File: src/rtl/async_lib_pkg.sv
// ---------------------------------------------------------------------------
// async_lib_pkg
// Shared types and helpers for the locker sink.
//   sink_state_t    : FSM states of the sink (IDLE, ACK, RELEASE)
//   SINK_FIFO_DEPTH : depth of the sink output FIFO
//   idx_width()     : bits needed for a channel index (never less than 1)
// ---------------------------------------------------------------------------
package async_lib_pkg;

  typedef enum logic [1:0] {
    IDLE    = 2'd0,
    ACK     = 2'd1,
    RELEASE = 2'd2
  } sink_state_t;

  localparam int SINK_FIFO_DEPTH = 2;

  function automatic int idx_width(input int n);
    return (n > 1) ? $clog2(n) : 1;
  endfunction

endpackage

File: src/rtl/sync_ff.sv
// ---------------------------------------------------------------------------
// sync_ff
// N-stage single-bit flip-flop synchroniser.
//   clk    : destination clock
//   rst    : asynchronous active-low reset, clears every stage
//   d      : asynchronous input
//   q      : synchronised output, stages clock edges after d
// ---------------------------------------------------------------------------
module sync_ff #(
  parameter int stages = 2
) (
  input  logic clk,
  input  logic rst,
  input  logic d,
  output logic q
);

  logic [stages-1:0] stage;

  // NOTE: sequential state uses non-blocking assignments so every flop
  // samples the pre-edge value; blocking here would collapse the chain.
  always_ff @(posedge clk or negedge rst) begin
    if (!rst) begin
      stage <= '0;
    end else begin
      stage <= {stage[stages-2:0], d};
    end
  end

  assign q = stage[stages-1];

endmodule

File: src/rtl/locker_sync_sink.sv
// ---------------------------------------------------------------------------
// locker_sync_sink
// Clocked consumer behind the arbiter locker. Synchronises the per-channel
// 4-phase requests, captures the granted channel's bundled data into a
// 2-entry FIFO, returns a return-to-zero ack, and streams captured words
// out on valid/ready.
//
// Ports
//   clk       : system clock
//   rst       : asynchronous active-low reset
//   req_in    : per-channel 4-phase request (at most one high)
//   data_in   : bundled data, channel i at [i*width +: width]
//   ack_out   : per-channel registered acknowledge
//   err       : sticky protocol error (only with LOCKER_SYNC_SINK_ERR_EN)
//   valid_out : FIFO head holds a word
//   ready_in  : downstream accepts the head word
//   data_out  : FIFO head data
//   chan_out  : channel index of the FIFO head word
//
// Build option
//   LOCKER_SYNC_SINK_ERR_EN : adds the err output and its checking logic.
// ---------------------------------------------------------------------------
module locker_sync_sink
  import async_lib_pkg::*;
#(
  parameter int size        = 2,
  parameter int width       = 8,
  parameter int sync_stages = 2
) (
  input  logic                           clk,
  input  logic                           rst,
  input  logic [size-1:0]                req_in,
  input  logic [size*width-1:0]          data_in,
  output logic [size-1:0]                ack_out,
`ifdef LOCKER_SYNC_SINK_ERR_EN
  output logic                           err,
`endif
  output logic                           valid_out,
  input  logic                           ready_in,
  output logic [width-1:0]               data_out,
  output logic [idx_width(size)-1:0]     chan_out
);

  localparam int CW = idx_width(size);

  typedef struct packed {
    logic [CW-1:0]    chan;
    logic [width-1:0] data;
  } entry_t;

  // -------------------------------------------------------------------------
  // Request synchronisers. data_in is deliberately not synchronised: it is
  // bundled with req and stable for as long as req is high.
  // -------------------------------------------------------------------------
  logic [size-1:0] req_s;

  for (genvar g = 0; g < size; g++) begin : g_sync
    sync_ff #(.stages(sync_stages)) u_sync (
      .clk (clk),
      .rst (rst),
      .d   (req_in[g]),
      .q   (req_s[g])
    );
  end

  // -------------------------------------------------------------------------
  // Lowest asserted synchronised request and its data slice.
  // -------------------------------------------------------------------------
  logic             any_req;
  logic [CW-1:0]    pick;
  logic [width-1:0] sel_data;

  // NOTE: every signal assigned in an always_comb gets a default first, so
  // no path through the block can leave it unassigned and infer a latch.
  always_comb begin
    any_req  = 1'b0;
    pick     = '0;
    sel_data = '0;
    // Descending scan: the last hit, the lowest index, wins.
    for (int i = size - 1; i >= 0; i--) begin
      if (req_s[i]) begin
        any_req  = 1'b1;
        pick     = CW'(i);
        sel_data = data_in[i*width +: width];
      end
    end
  end

  // -------------------------------------------------------------------------
  // Handshake FSM
  // -------------------------------------------------------------------------
  sink_state_t     state, state_d;
  logic [CW-1:0]   idx, idx_d;
  logic [size-1:0] ack_d;
  logic            push;
  logic            pop;
  logic            full;

  always_comb begin
    state_d = state;
    idx_d   = idx;
    ack_d   = ack_out;
    push    = 1'b0;
    unique case (state)
      IDLE: begin
        // A full FIFO withholds the ack, which stalls the locker upstream.
        if (any_req && !full) begin
          push        = 1'b1;
          idx_d       = pick;
          ack_d       = '0;
          ack_d[pick] = 1'b1;
          state_d     = ACK;
        end
      end
      ACK: begin
        if (!req_s[idx]) begin
          ack_d   = '0;
          state_d = RELEASE;
        end
      end
      // One dead cycle so a req_s still draining from the locker's lock
      // release is not mistaken for a fresh request.
      RELEASE: state_d = IDLE;
      default: state_d = IDLE;
    endcase
  end

  always_ff @(posedge clk or negedge rst) begin
    if (!rst) begin
      state   <= IDLE;
      idx     <= '0;
      ack_out <= '0;
    end else begin
      state   <= state_d;
      idx     <= idx_d;
      ack_out <= ack_d;
    end
  end

  // -------------------------------------------------------------------------
  // 2-entry output FIFO. Push is gated by full as seen before this edge's
  // pop, so a push never lands on a full FIFO even while it drains.
  // -------------------------------------------------------------------------
  entry_t     mem [SINK_FIFO_DEPTH];
  logic       wr_ptr;
  logic       rd_ptr;
  logic [1:0] count;

  assign full = (count == 2'(SINK_FIFO_DEPTH));
  assign pop  = valid_out && ready_in;

  // NOTE: the storage is reset (it is only two words) so the head outputs
  // read as zero out of reset instead of carrying X downstream.
  always_ff @(posedge clk or negedge rst) begin
    if (!rst) begin
      for (int i = 0; i < SINK_FIFO_DEPTH; i++) begin
        mem[i] <= '0;
      end
      wr_ptr <= 1'b0;
      rd_ptr <= 1'b0;
      count  <= '0;
    end else begin
      if (push) begin
        mem[wr_ptr] <= '{chan: pick, data: sel_data};
        wr_ptr      <= ~wr_ptr;
      end
      if (pop) begin
        rd_ptr <= ~rd_ptr;
      end
      unique case ({push, pop})
        2'b10:   count <= count + 2'd1;
        2'b01:   count <= count - 2'd1;
        default: count <= count;
      endcase
    end
  end

  assign valid_out = (count != 2'd0);
  assign data_out  = mem[rd_ptr].data;
  assign chan_out  = mem[rd_ptr].chan;

`ifdef LOCKER_SYNC_SINK_ERR_EN
  // -------------------------------------------------------------------------
  // Sticky protocol checker: several requests at once, or the served
  // channel's request dropping while the FSM is back in IDLE (a request
  // that rose after the handshake and was withdrawn without an ack).
  // -------------------------------------------------------------------------
  logic [size-1:0] req_s_d;
  logic            served;
  logic            multi_req;
  logic            idle_fall;

  assign multi_req = ($countones(req_s) > 1);
  assign idle_fall = (state == IDLE) && served && req_s_d[idx] && !req_s[idx];

  always_ff @(posedge clk or negedge rst) begin
    if (!rst) begin
      err     <= 1'b0;
      req_s_d <= '0;
      served  <= 1'b0;
    end else begin
      req_s_d <= req_s;
      if (push) begin
        served <= 1'b1;
      end
      if (multi_req || idle_fall) begin
        err <= 1'b1;
      end
    end
  end
`endif

endmodule

File: config.mk
export PLATFORM = sky130hd
export DESIGN_NAME = locker_sync_sink
export DESIGN_NICKNAME = d
export VERILOG_FILES = /design/src/rtl/async_lib_pkg.sv /design/src/rtl/sync_ff.sv /design/src/rtl/locker_sync_sink.sv
export SDC_FILE = /design/constraint.sdc
export NUM_CORES = 1
export LEC_CHECK = 0
export CAP_MARGIN = 20
export CORE_MARGIN = 5
export CORE_UTILIZATION = 30
export DETAILED_ROUTE_END_ITERATION = 16
export GPL_ROUTABILITY_DRIVEN = 0
export MAX_ROUTING_LAYER = met4
export PLACE_DENSITY = 0.57
export SKIP_CTS_REPAIR_TIMING = 1
export SLEW_MARGIN = 5
export SYNTH_ARGS = -nofsm -noshare
export SYNTH_HDL_FRONTEND = slang
export SYNTH_SLANG_ARGS = --single-unit
File: constraint.sdc
create_clock -name clk -period 1.75 [get_ports clk]
set_clock_uncertainty 0.05 [all_clocks]
set_input_delay 0.4375 -clock clk [delete_from_list [all_inputs] [get_ports clk]]
set_output_delay 0.4375 -clock clk [all_outputs]
set_load 0.01 [all_outputs]
-- Word-level counts from Yosys, hierarchy flattened
Index checks and enable logic that the tools add are counted.
- bits in registers: 31
- output and inout port bits: 12
- logic and storage cells: 66
- add/subtract/negate cells: 2
- $lt $le $gt $ge: 6
- equal/unequal tests: 6
- mux-type cells: 24
- bitwise operators: 4
- reductions and logical operators: 12
- operators with widths (operator ; count):
    $mux 9 ; 4
    $bwmux 18 ; 1
    $mux 8 ; 2
    $pmux 2 s2 ; 3
    $demux 9 s1 ; 1
    $mux 1 ; 8
    $mux 2 ; 4
    $reduce_bool 2->1 ; 3
    $eq 2x1->1 const B ; 2
    $eq 2x2->1 const B ; 2
    $ge 2x2->1 const B ; 2
    $logic_and 1x1->1 ; 4
    $lt 1x2->1 const B ; 2
    $ne 2x2->1 const B ; 2
    $not 1->2 ; 2
    $reduce_and 2->1 ; 2
    $reduce_and 3->1 ; 1
    $add 2x1->2 const B ; 1
    $logic_not 2->1 ; 1
    $lt 2x1->1 const B ; 1
    $not 1->1 ; 2
    $sub 2x1->2 const B ; 1
    $demux 1 s1 ; 1
    $ge 1x1->1 const B ; 1
    $logic_not 1->1 ; 1

-- Logic depth before layout (Yosys ltp)
Gate-level depths: netlist of run 1.
- word-level depth: 8
- depth in mapped cells: 6
- depth with buffers taken out: 6

-- Cells and area by module
Synthesis of run 1 repeated with hierarchy kept, for this count alone.
- cells, all modules: 107
- area, all modules: 1428.9 sq um
- modules (own cells, without submodules) (module ; times used ; cells each ; area each (sq um)):
    locker_sync_sink ; 1 ; 103 ; 1328.8
    sync_ff ; 2 ; 2 ; 50.0

-- Worst setup path before layout of run 1
OpenSTA, ideal clock, no wires.
- path type: reg-to-reg
- start point: reg count[0]
- end point: reg count[1]
- arrival: 1.489 ns
- setup slack: 0.132 ns
- stages on the path, launching flop included: 6
- buffers on the path: 0
- cell sequence: dfrtp_1 or2_2 and2_1 ha_1 nor2_1 xor2_1
- elaborated cells between the ends (all ways): 13
- RTL lines (what ; RTL line ; RTL):
    start, declared ; locker_sync_sink.sv:147 ; logic [1:0] count;
    start signal, assigned ; locker_sync_sink.sv:171 ; 2'b10: count <= count + 2'd1;
    start signal, assigned ; locker_sync_sink.sv:172 ; 2'b01: count <= count - 2'd1;
    start signal, assigned ; locker_sync_sink.sv:173 ; default: count <= count;
    $reduce_bool 2->1 (*) ; locker_sync_sink.sv:178 ; assign valid_out = (count != 2'd0);
    net valid_out ; locker_sync_sink.sv:38 ; output logic valid_out,
    $logic_and 1x1->1 (*) ; locker_sync_sink.sv:150 ; assign pop = valid_out && ready_in;
    net pop ; locker_sync_sink.sv:96 ; logic pop;
    $eq 2x1->1 / $eq 2x2->1 (equally long branches) ; locker_sync_sink.sv:170 ; unique case ({push, pop})
    $pmux 2 s2 / $reduce_bool 2->1 (equally long branches) ; -- ;
The timed path passes the listed nets; every way through them passes the cells marked *.
A chain may end at the register's enable or synchronous reset.

-- Worst setup path in the final report of run 1
- start point: reg rd_ptr
- end point: out data_out[1]
- word-level cells in the longest chain between the ends: 4
- RTL lines (what ; RTL line ; RTL):
    start, declared ; locker_sync_sink.sv:146 ; logic rd_ptr;
    start signal, assigned ; locker_sync_sink.sv:168 ; rd_ptr <= ~rd_ptr;
    $not 1->2 (not written as such) ; locker_sync_sink.sv:179 ; assign data_out = mem[rd_ptr].data;
    $mux 9 (3 in a row) ; -- ;
    end, declared ; locker_sync_sink.sv:40 ; output logic [width-1:0] data_out,
Every way passes these cells. The select of a mux whose other input is x is not followed.

==> impl_metrics.toml, run 1 <==
[worst_setup_path]
crit_chain = "buf_4, mux2_2, dlymetal6s2s_1"
cp.required_ns = 1.26
crit_path_max_incr_delay_ns = 0.35
endpoint_kind = "primary output"
slowest_stage = "dfrtp_2"
path_buf_inv = 2
cpLargestDelayFamily = "flip-flops"
cp-start-kind = "flip-flop"
worstPathArrival_ns = 1.28
crit_fanout = 5
path_class = "flip-flop to primary output"

[sta]
slew_violations = 0
fin_ws_ns = -0.0145
timing.final.crit_share_pct = 101
hold_violations = 0
setup_viol = 7
max_freq_mhz = 567
maxSlewHeadroom_pct = 73.5
timing.hold.ws_ns = 0.297
rsz0062_at_grt = "true"
min_period_ns = 1.76
max_slew.worst_pin.slew_ns = 0.398

[placement]
port_buffers = 32
place_ws_ns = -0.221
dp_hpwl_um = 2150

[cts]
cts.htree.levels = 2
cts_root_buf = "clkbuf_8"
clk_pin_slew_ns = 0.06
clock-sinks = 31
clockBufferDepth = 2
worstSkewPairLatency_ns = 0.27
cts_buffers = 5
cts_tree = "done"

[logic_synthesis]
synth_top_area_share_pct = 54.5
ys.flop_type = "dfrtp_1"
avgSynthCellArea_um2 = 13.5
synth-seq-cells = 31
synthArstFlopShare_pct = 100
synthCells = 105
syn_nets = 127
yosysMostFrequentCell = "dfrtp_1"
synth_edf_count = 0
synth_cell_types = 27
synthTopCellsByCount = "dfrtp_1, mux2_2, a22o_1, nand2_1"
yosys-top-cells-area = "dfrtp_1, mux2_2, a22o_1"
synthesis.area_mm2 = 0.00142
ys.warnings.count = 0
seq_area_frac_synth_pct = 54.5
yosys.area.top_type = "dfrtp_1"

[global_routing]
overflow = 0
grt_usage_pct = 10.6
grt_pass1_wl_um = 4950
grt_max_degree = 32
antenna_found_initial = 0
grt_pass1_vias = 1026

[route]
post_drt_via_cell_ratio = 4.79
avgRoutedWirePerCell_um = 14.7
routed_wl_um = 3020
first_iter_violations = 64
first_pass_iters = 4
ant_nets = 0
remaining_drc_errors = 0
vias = 982

[power]
power.density_mw_per_mm2 = 1720
p_leak_nw = 0.976
finalPower_mw = 3.49
ir_worst_vdd_mv = 0.666

[final_layout]
layout-drive-gt1-share_pct = 35.8
fin_util_pct = 43.6
seq_area_um2 = 777
area_growth_syn_to_layout_pct = 42.9
n_antenna_cell = 0
fillCellCount = 425
multi_input_area_um2 = 646
nets = 173

[job]
drv_cap = 0

[outcome]
violations = "setup timing"
status = "finished, violations left"

[floorplanning]
dieArea_mm2 = 0.00622
start_util_pct = 30.5
rows = 25
die_h_um = 78.9
ios = 33
die_x_um = 78.9
core-area_mm2 = 0.00466

[min_path]
holdCritPathClass = "flip-flop to flip-flop"
[metal layers]
layer,global-route usage (%),vias up,routed length (um)
met5,-,-,0
met1,12.5,493,1290
met3,2.95,2,77
li1,-,473,-
met2,16.9,14,1610
met4,5.15,0,40
[final cells by class]
cell class	instances	area share, %
Sequential cell	31	38.2
Clock buffer	6	3.57
Clock inverter	1	1.48
Multi-Input combinational cell	70	31.8
Tap cell	54	3.32
Timing Repair Buffer	43	21.7
[sequential cells by signal (all words and copies together), names as in the netlist]
| name | cells |
|---|---|
| rd_ptr | 1 |
| state | 2 |
| mem | 18 |
| wr_ptr | 1 |
| idx | 1 |
| g_sync.u_sync.stage | 4 |
| ack_out | 2 |
| count | 2 |
[cells in the final DEF (no fill, tap or decap), drive strengths merged, types with 2 or more instances in the layout]
master	instances
dfrtp	31
nand2	4
a22o	7
clkdlybuf4s50	22
mux2	28
dlymetal6s2s	10
nor2	3
o21ai	3
buf	11
xor2	2
clkbuf	6
xnor2	3
nand3	3
nor2b	4
[power by group]
group	switching, mW	leakage, nW	internal, mW	total (mW)
clock	0.234	0.0513	0.417	0.650
sequential	0.182	0.382	1.02	1.20
combinational	0.626	0.542	1.02	1.64
total	1.04	0.976	2.45	3.49
[worst register-to-register path, delay by kind of cell (launching register included)]
kind / cells / cell delay, ns
flops: 1 / 0.41
mux: 1 / 0.38
simple gates: 2 / 0.68
[cell families (layout without fill, tap and decap cells)]
| family | Yosys count | after routing | share of synthesized area (%) |
|---|---|---|---|
| AOI/OAI and AO/OA | 13 | 13 | 7.21 |
| xor gates and xnor gates | 5 | 5 | 3.08 |
| adders and majority gates | 1 | 1 | 0.879 |
| buffers and inverters | 4 | 50 | 1.14 |
| DFF | 31 | 31 | 54.5 |
| muxes | 28 | 28 | 22.2 |
| and+or+nand+nor | 23 | 23 | 11.0 |
[stage by stage]
step           cell area, um2  instances  TNS [ns]
2_1_floorplan            1420        105         0
3_3_place_gp             1870        195     -1.81
3_5_place_dp             1870        195     -1.85
4_1_cts                  1970        202     -4.87
5_1_grt                  2030        205    -0.590
6_report                 2030        205   -0.0423
[worst paths after layout]
check	from	to	slack [ns]	cells after the start
worst max register to register	count[1]	mem[3]	0.12	3
min in group asynchronous	rst	mem[10]	0.51	2
worst min register to register	g_sync[0].u_sync.stage[0]	g_sync[0].u_sync.stage[1]	0.30	0
max in group asynchronous	rst	rd_ptr	0.83	2
worst max-delay path	rd_ptr	data_out[1]	-0.01	3
worst min-delay path	g_sync[0].u_sync.stage[0]	g_sync[0].u_sync.stage[1]	0.30	0
Note: power is estimated with default switching activity, not from simulation.
==> inputs of run 2 (changes only) <==
GPL_ROUTABILITY_DRIVEN = unset   (was 0)
SKIP_CTS_REPAIR_TIMING = unset   (was 1)
==> impl_metrics.toml, run 2 (synthesis results as in run 1) <==
[final_layout]
reg_top3 = "mem x18, g_sync.u_sync.stage x4"
nets = 176
fin_util_pct = 43.8
regMostFlops = "mem"
largest_reg_flops = 18
layout-drive-gt1-share_pct = 42.2
n_antenna_cell = 0
instances_no_fill = 208
final_common_cell = "dfrtp_1"
fillCellCount = 425
final_cell_mix = "dfrtp_1, mux2_2, clkdlybuf4s50_1"
area_growth_syn_to_layout_pct = 43.6

[worst_setup_path]
crit_path_max_incr_delay_ns = 0.37
worstPathArrival_ns = 1.24
path_class = "flip-flop to primary output"
slowest_stage = "dfrtp_2"
path_buf_inv = 2
crit_fanout = 5
endpoint_kind = "primary output"
cpLargestDelayFamily = "flip-flops"
cp-start-kind = "flip-flop"
crit_chain = "buf_6, mux2_2, buf_6"
crit_top_cell = "buf_6"
cp.required_ns = 1.26

[floorplanning]
core-area_mm2 = 0.00466
die_h_um = 78.9
dieArea_mm2 = 0.00622
die_x_um = 78.9
ios = 33
rows = 25
start_util_pct = 30.5

[cts]
cts_buffers = 5
cts_root_buf = "clkbuf_8"
cts.htree.levels = 2
clk_pin_slew_ns = 0.06
cts.hold.buffers_added = 0
clock-sinks = 31
worstSkewPairLatency_ns = 0.27
clockBufferDepth = 2
cts_tree = "done"

[global_routing]
grt_pass1_wl_um = 5120
grt_usage_pct = 11.0
grt_max_degree = 32
overflow = 0
antenna_found_initial = 0
grt_pass1_vias = 1059

[route]
avgRoutedWirePerCell_um = 14.8
post_drt_via_cell_ratio = 4.85
routed_wl_um = 3070
vias = 1008
first_pass_iters = 4
first_iter_violations = 79
remaining_drc_errors = 0
ant_nets = 0

[sta]
fin_tns_setup_ns = 0
max_slew.worst_pin.slew_ns = 0.388
setup_viol = 0
maxSlewHeadroom_pct = 74.2
timing.final.crit_share_pct = 98.6
min_period_ns = 1.72
max_freq_mhz = 580
rsz0062_at_grt = "true"
fin_ws_ns = 0.0253
hold_violations = 0
slew_violations = 0

[min_path]
holdCritPathClass = "flip-flop to flip-flop"

[placement]
dp_hpwl_um = 2150
placed_cells = 195
port_buffers = 32
place.gp.congestion = 0.718
place_ws_ns = -0.221

[power]
ir_worst_vdd_mv = 0.667
p_leak_nw = 0.902
power.density_mw_per_mm2 = 1790

[job]
drv_cap = 0

[outcome]
status = "finished clean"
-- run 2: final cells by class --
| cell class | instances | area (um2) | area share, % |
|---|---|---|---|
| clock buffers | 6 | 72.6 | 3.55 |
| well taps | 54 | 67.6 | 3.31 |
| repair buffers | 46 | 450 | 22.0 |
| clock inverters | 1 | 30.0 | 1.47 |
| flip-flops and latches | 31 | 777 | 38.0 |
| multi-input cells | 70 | 646 | 31.6 |
-- run 2: per-layer routing --
layer	vias up	GRT usage, %	share of wire, %
met4	0	5.15	1.3
met3	2	2.95	2.8
met2	14	17.8	55
met1	511	12.9	41
li1	481	-	-
met5	-	-	0
-- run 2: final timing paths --
check / cells after the start / from / endpoint / slack (ns)
setup reg to reg: 5 / count[1] / mem[15] / 0.09
min in group asynchronous: 2 / rst / mem[10] / 0.51
hold reg to reg: 0 / g_sync[0].u_sync.stage[0] / g_sync[0].u_sync.stage[1] / 0.30
hold / removal: 0 / g_sync[0].u_sync.stage[0] / g_sync[0].u_sync.stage[1] / 0.30
setup / recovery: 3 / rd_ptr / data_out[1] / 0.03
max in group asynchronous: 2 / rst / rd_ptr / 0.84
-- run 2: metrics by stage --
step | hold WS, ns | total power [mW] | instance area, um2
2_1_floorplan | 0.0919 | 2.15 | 1420
3_3_place_gp | 0.286 | 2.79 | 1870
3_5_place_dp | 0.285 | 2.83 | 1870
4_1_cts | 0.299 | 3.47 | 1970
5_1_grt | 0.306 | 3.92 | 2040
6_report | 0.297 | 3.66 | 2040
-- run 2: where the power goes --
group          switching [mW]  internal (mW)  total, mW
clock                   0.234          0.417      0.651
sequential              0.179           1.02       1.20
combinational           0.683           1.13       1.81
-- run 2: repair_timing --
action                                 in CTS  in global routing
pin swaps                                   0                  2
gates resized for setup                    42                 11
endpoints found under the hold margin       0                  0
buffers inserted                            4                  2
setup endpoints to repair                  10                 21
==> inputs of run 3 (changes only) <==
TNS_END_PERCENT = 10   (was unset)
==> impl_metrics.toml, run 3 (synthesis results as in run 1) <==
[outcome]
status = "finished clean"

[route]
routed_wl_um = 3030
first_pass_iters = 4
first_iter_violations = 80
vias = 986
ant_nets = 0
avgRoutedWirePerCell_um = 14.9
remaining_drc_errors = 0
post_drt_via_cell_ratio = 4.83

[final_layout]
largest_reg_flops = 18
fin_util_pct = 43.1
nets = 172
reg_top3 = "mem x18, g_sync.u_sync.stage x4"
area_growth_syn_to_layout_pct = 41.3
n_antenna_cell = 0
layout-drive-gt1-share_pct = 42.0
final_cell_mix = "dfrtp_1, mux2_2, clkdlybuf4s50_1"
final_common_cell = "dfrtp_1"
regMostFlops = "mem"
fillCellCount = 425

[worst_setup_path]
ff2ff_setup_slack_ns = 0.11
path_class = "flip-flop to primary output"
endpoint_kind = "primary output"
cp-start-kind = "flip-flop"
worstPathArrival_ns = 1.24
crit_fanout = 5
cp.required_ns = 1.26

[cts]
cts_root_buf = "clkbuf_8"
clk_pin_slew_ns = 0.06
cts.htree.levels = 2
cts_tree = "done"
clockBufferDepth = 2
cts.hold.buffers_added = 0
worstSkewPairLatency_ns = 0.27
cts_buffers = 5
clock-sinks = 31

[floorplanning]
rows = 25
die_h_um = 78.9
start_util_pct = 30.5
dieArea_mm2 = 0.00622
die_x_um = 78.9
core-area_mm2 = 0.00466
ios = 33

[sta]
timing.final.crit_share_pct = 98.6
max_freq_mhz = 580
fin_tns_setup_ns = 0
hold_violations = 0
min_period_ns = 1.72
maxSlewHeadroom_pct = 73.5
max_slew.worst_pin.slew_ns = 0.398
setup_viol = 0
slew_violations = 0
rsz0062_at_grt = "true"

[placement]
dp_hpwl_um = 2150
place.gp.congestion = 0.718
port_buffers = 32

[power]
power.density_mw_per_mm2 = 1770
ir_worst_vdd_mv = 0.667
p_leak_nw = 0.884

[global_routing]
grt_max_degree = 32
antenna_found_initial = 0
grt_pass1_vias = 1043
grt_usage_pct = 10.9
grt_pass1_wl_um = 5040
overflow = 0

[min_path]
holdCritPathClass = "flip-flop to flip-flop"

[job]
drv_cap = 0
## run 3: where the power goes
part | switching [mW] | internal (mW) | total, mW
clock network | 0.234 | 0.417 | 0.651
logic | 0.650 | 1.05 | 1.70
registers | 0.191 | 1.02 | 1.21
## run 3: critical path: stages, from the launching register on
cell	delay (ns)
dfrtp_2	0.37
buf_6	0.12
mux2_2	0.34
buf_6	0.12
## run 3: layout make-up
| type | instances | area, um2 | area share, % |
|---|---|---|---|
| Tap cell | 54 | 67.6 | 3.36 |
| Clock buffer | 6 | 72.6 | 3.61 |
| Clock inverter | 1 | 30.0 | 1.49 |
| Sequential cell | 31 | 777 | 38.6 |
| Timing Repair Buffer | 42 | 418 | 20.8 |
| Multi-Input combinational cell | 70 | 646 | 32.1 |
## run 3: routing by layer
layer / global-route usage (%) / wire (um) / vias to the layer above
met5: - / 0 / -
met4: 5.15 / 40 / 0
met3: 2.95 / 91 / 2
met2: 17.5 / 1620 / 17
met1: 12.7 / 1280 / 495
li1: - / - / 472
## run 3: final timing paths
path,from,endpoint,cells past startpoint
max reg2reg,count[1],mem[3],3
max in group asynchronous,rst,rd_ptr,2
min in group asynchronous,rst,mem[10],2
min reg2reg,g_sync[0].u_sync.stage[0],g_sync[0].u_sync.stage[1],0
min,g_sync[0].u_sync.stage[0],g_sync[0].u_sync.stage[1],0
max,rd_ptr,data_out[1],3
## run 3: per-stage QoR
| step | cells | power, mW | instance area, um2 | setup WS (ns) | hold WS (ns) |
|---|---|---|---|---|---|
| final | 204 | 3.56 | 2010 | 0.0253 | 0.297 |
| after global routing | 204 | 3.81 | 2010 | -0.0319 | 0.306 |
| after CTS | 204 | 3.44 | 1950 | 0.00595 | 0.299 |
| after detailed placement | 195 | 2.83 | 1870 | -0.221 | 0.285 |
| after global placement | 195 | 2.79 | 1870 | -0.217 | 0.286 |
| after floorplan | 105 | 2.15 | 1420 | 0.132 | 0.0919 |
## run 3: what timing repair did
item,4_1_cts,5_1_grt
gates cloned,0,0
endpoints found under the setup margin,10,12
pin swaps,0,0
setup buffers,2,0
gates resized for setup,43,11
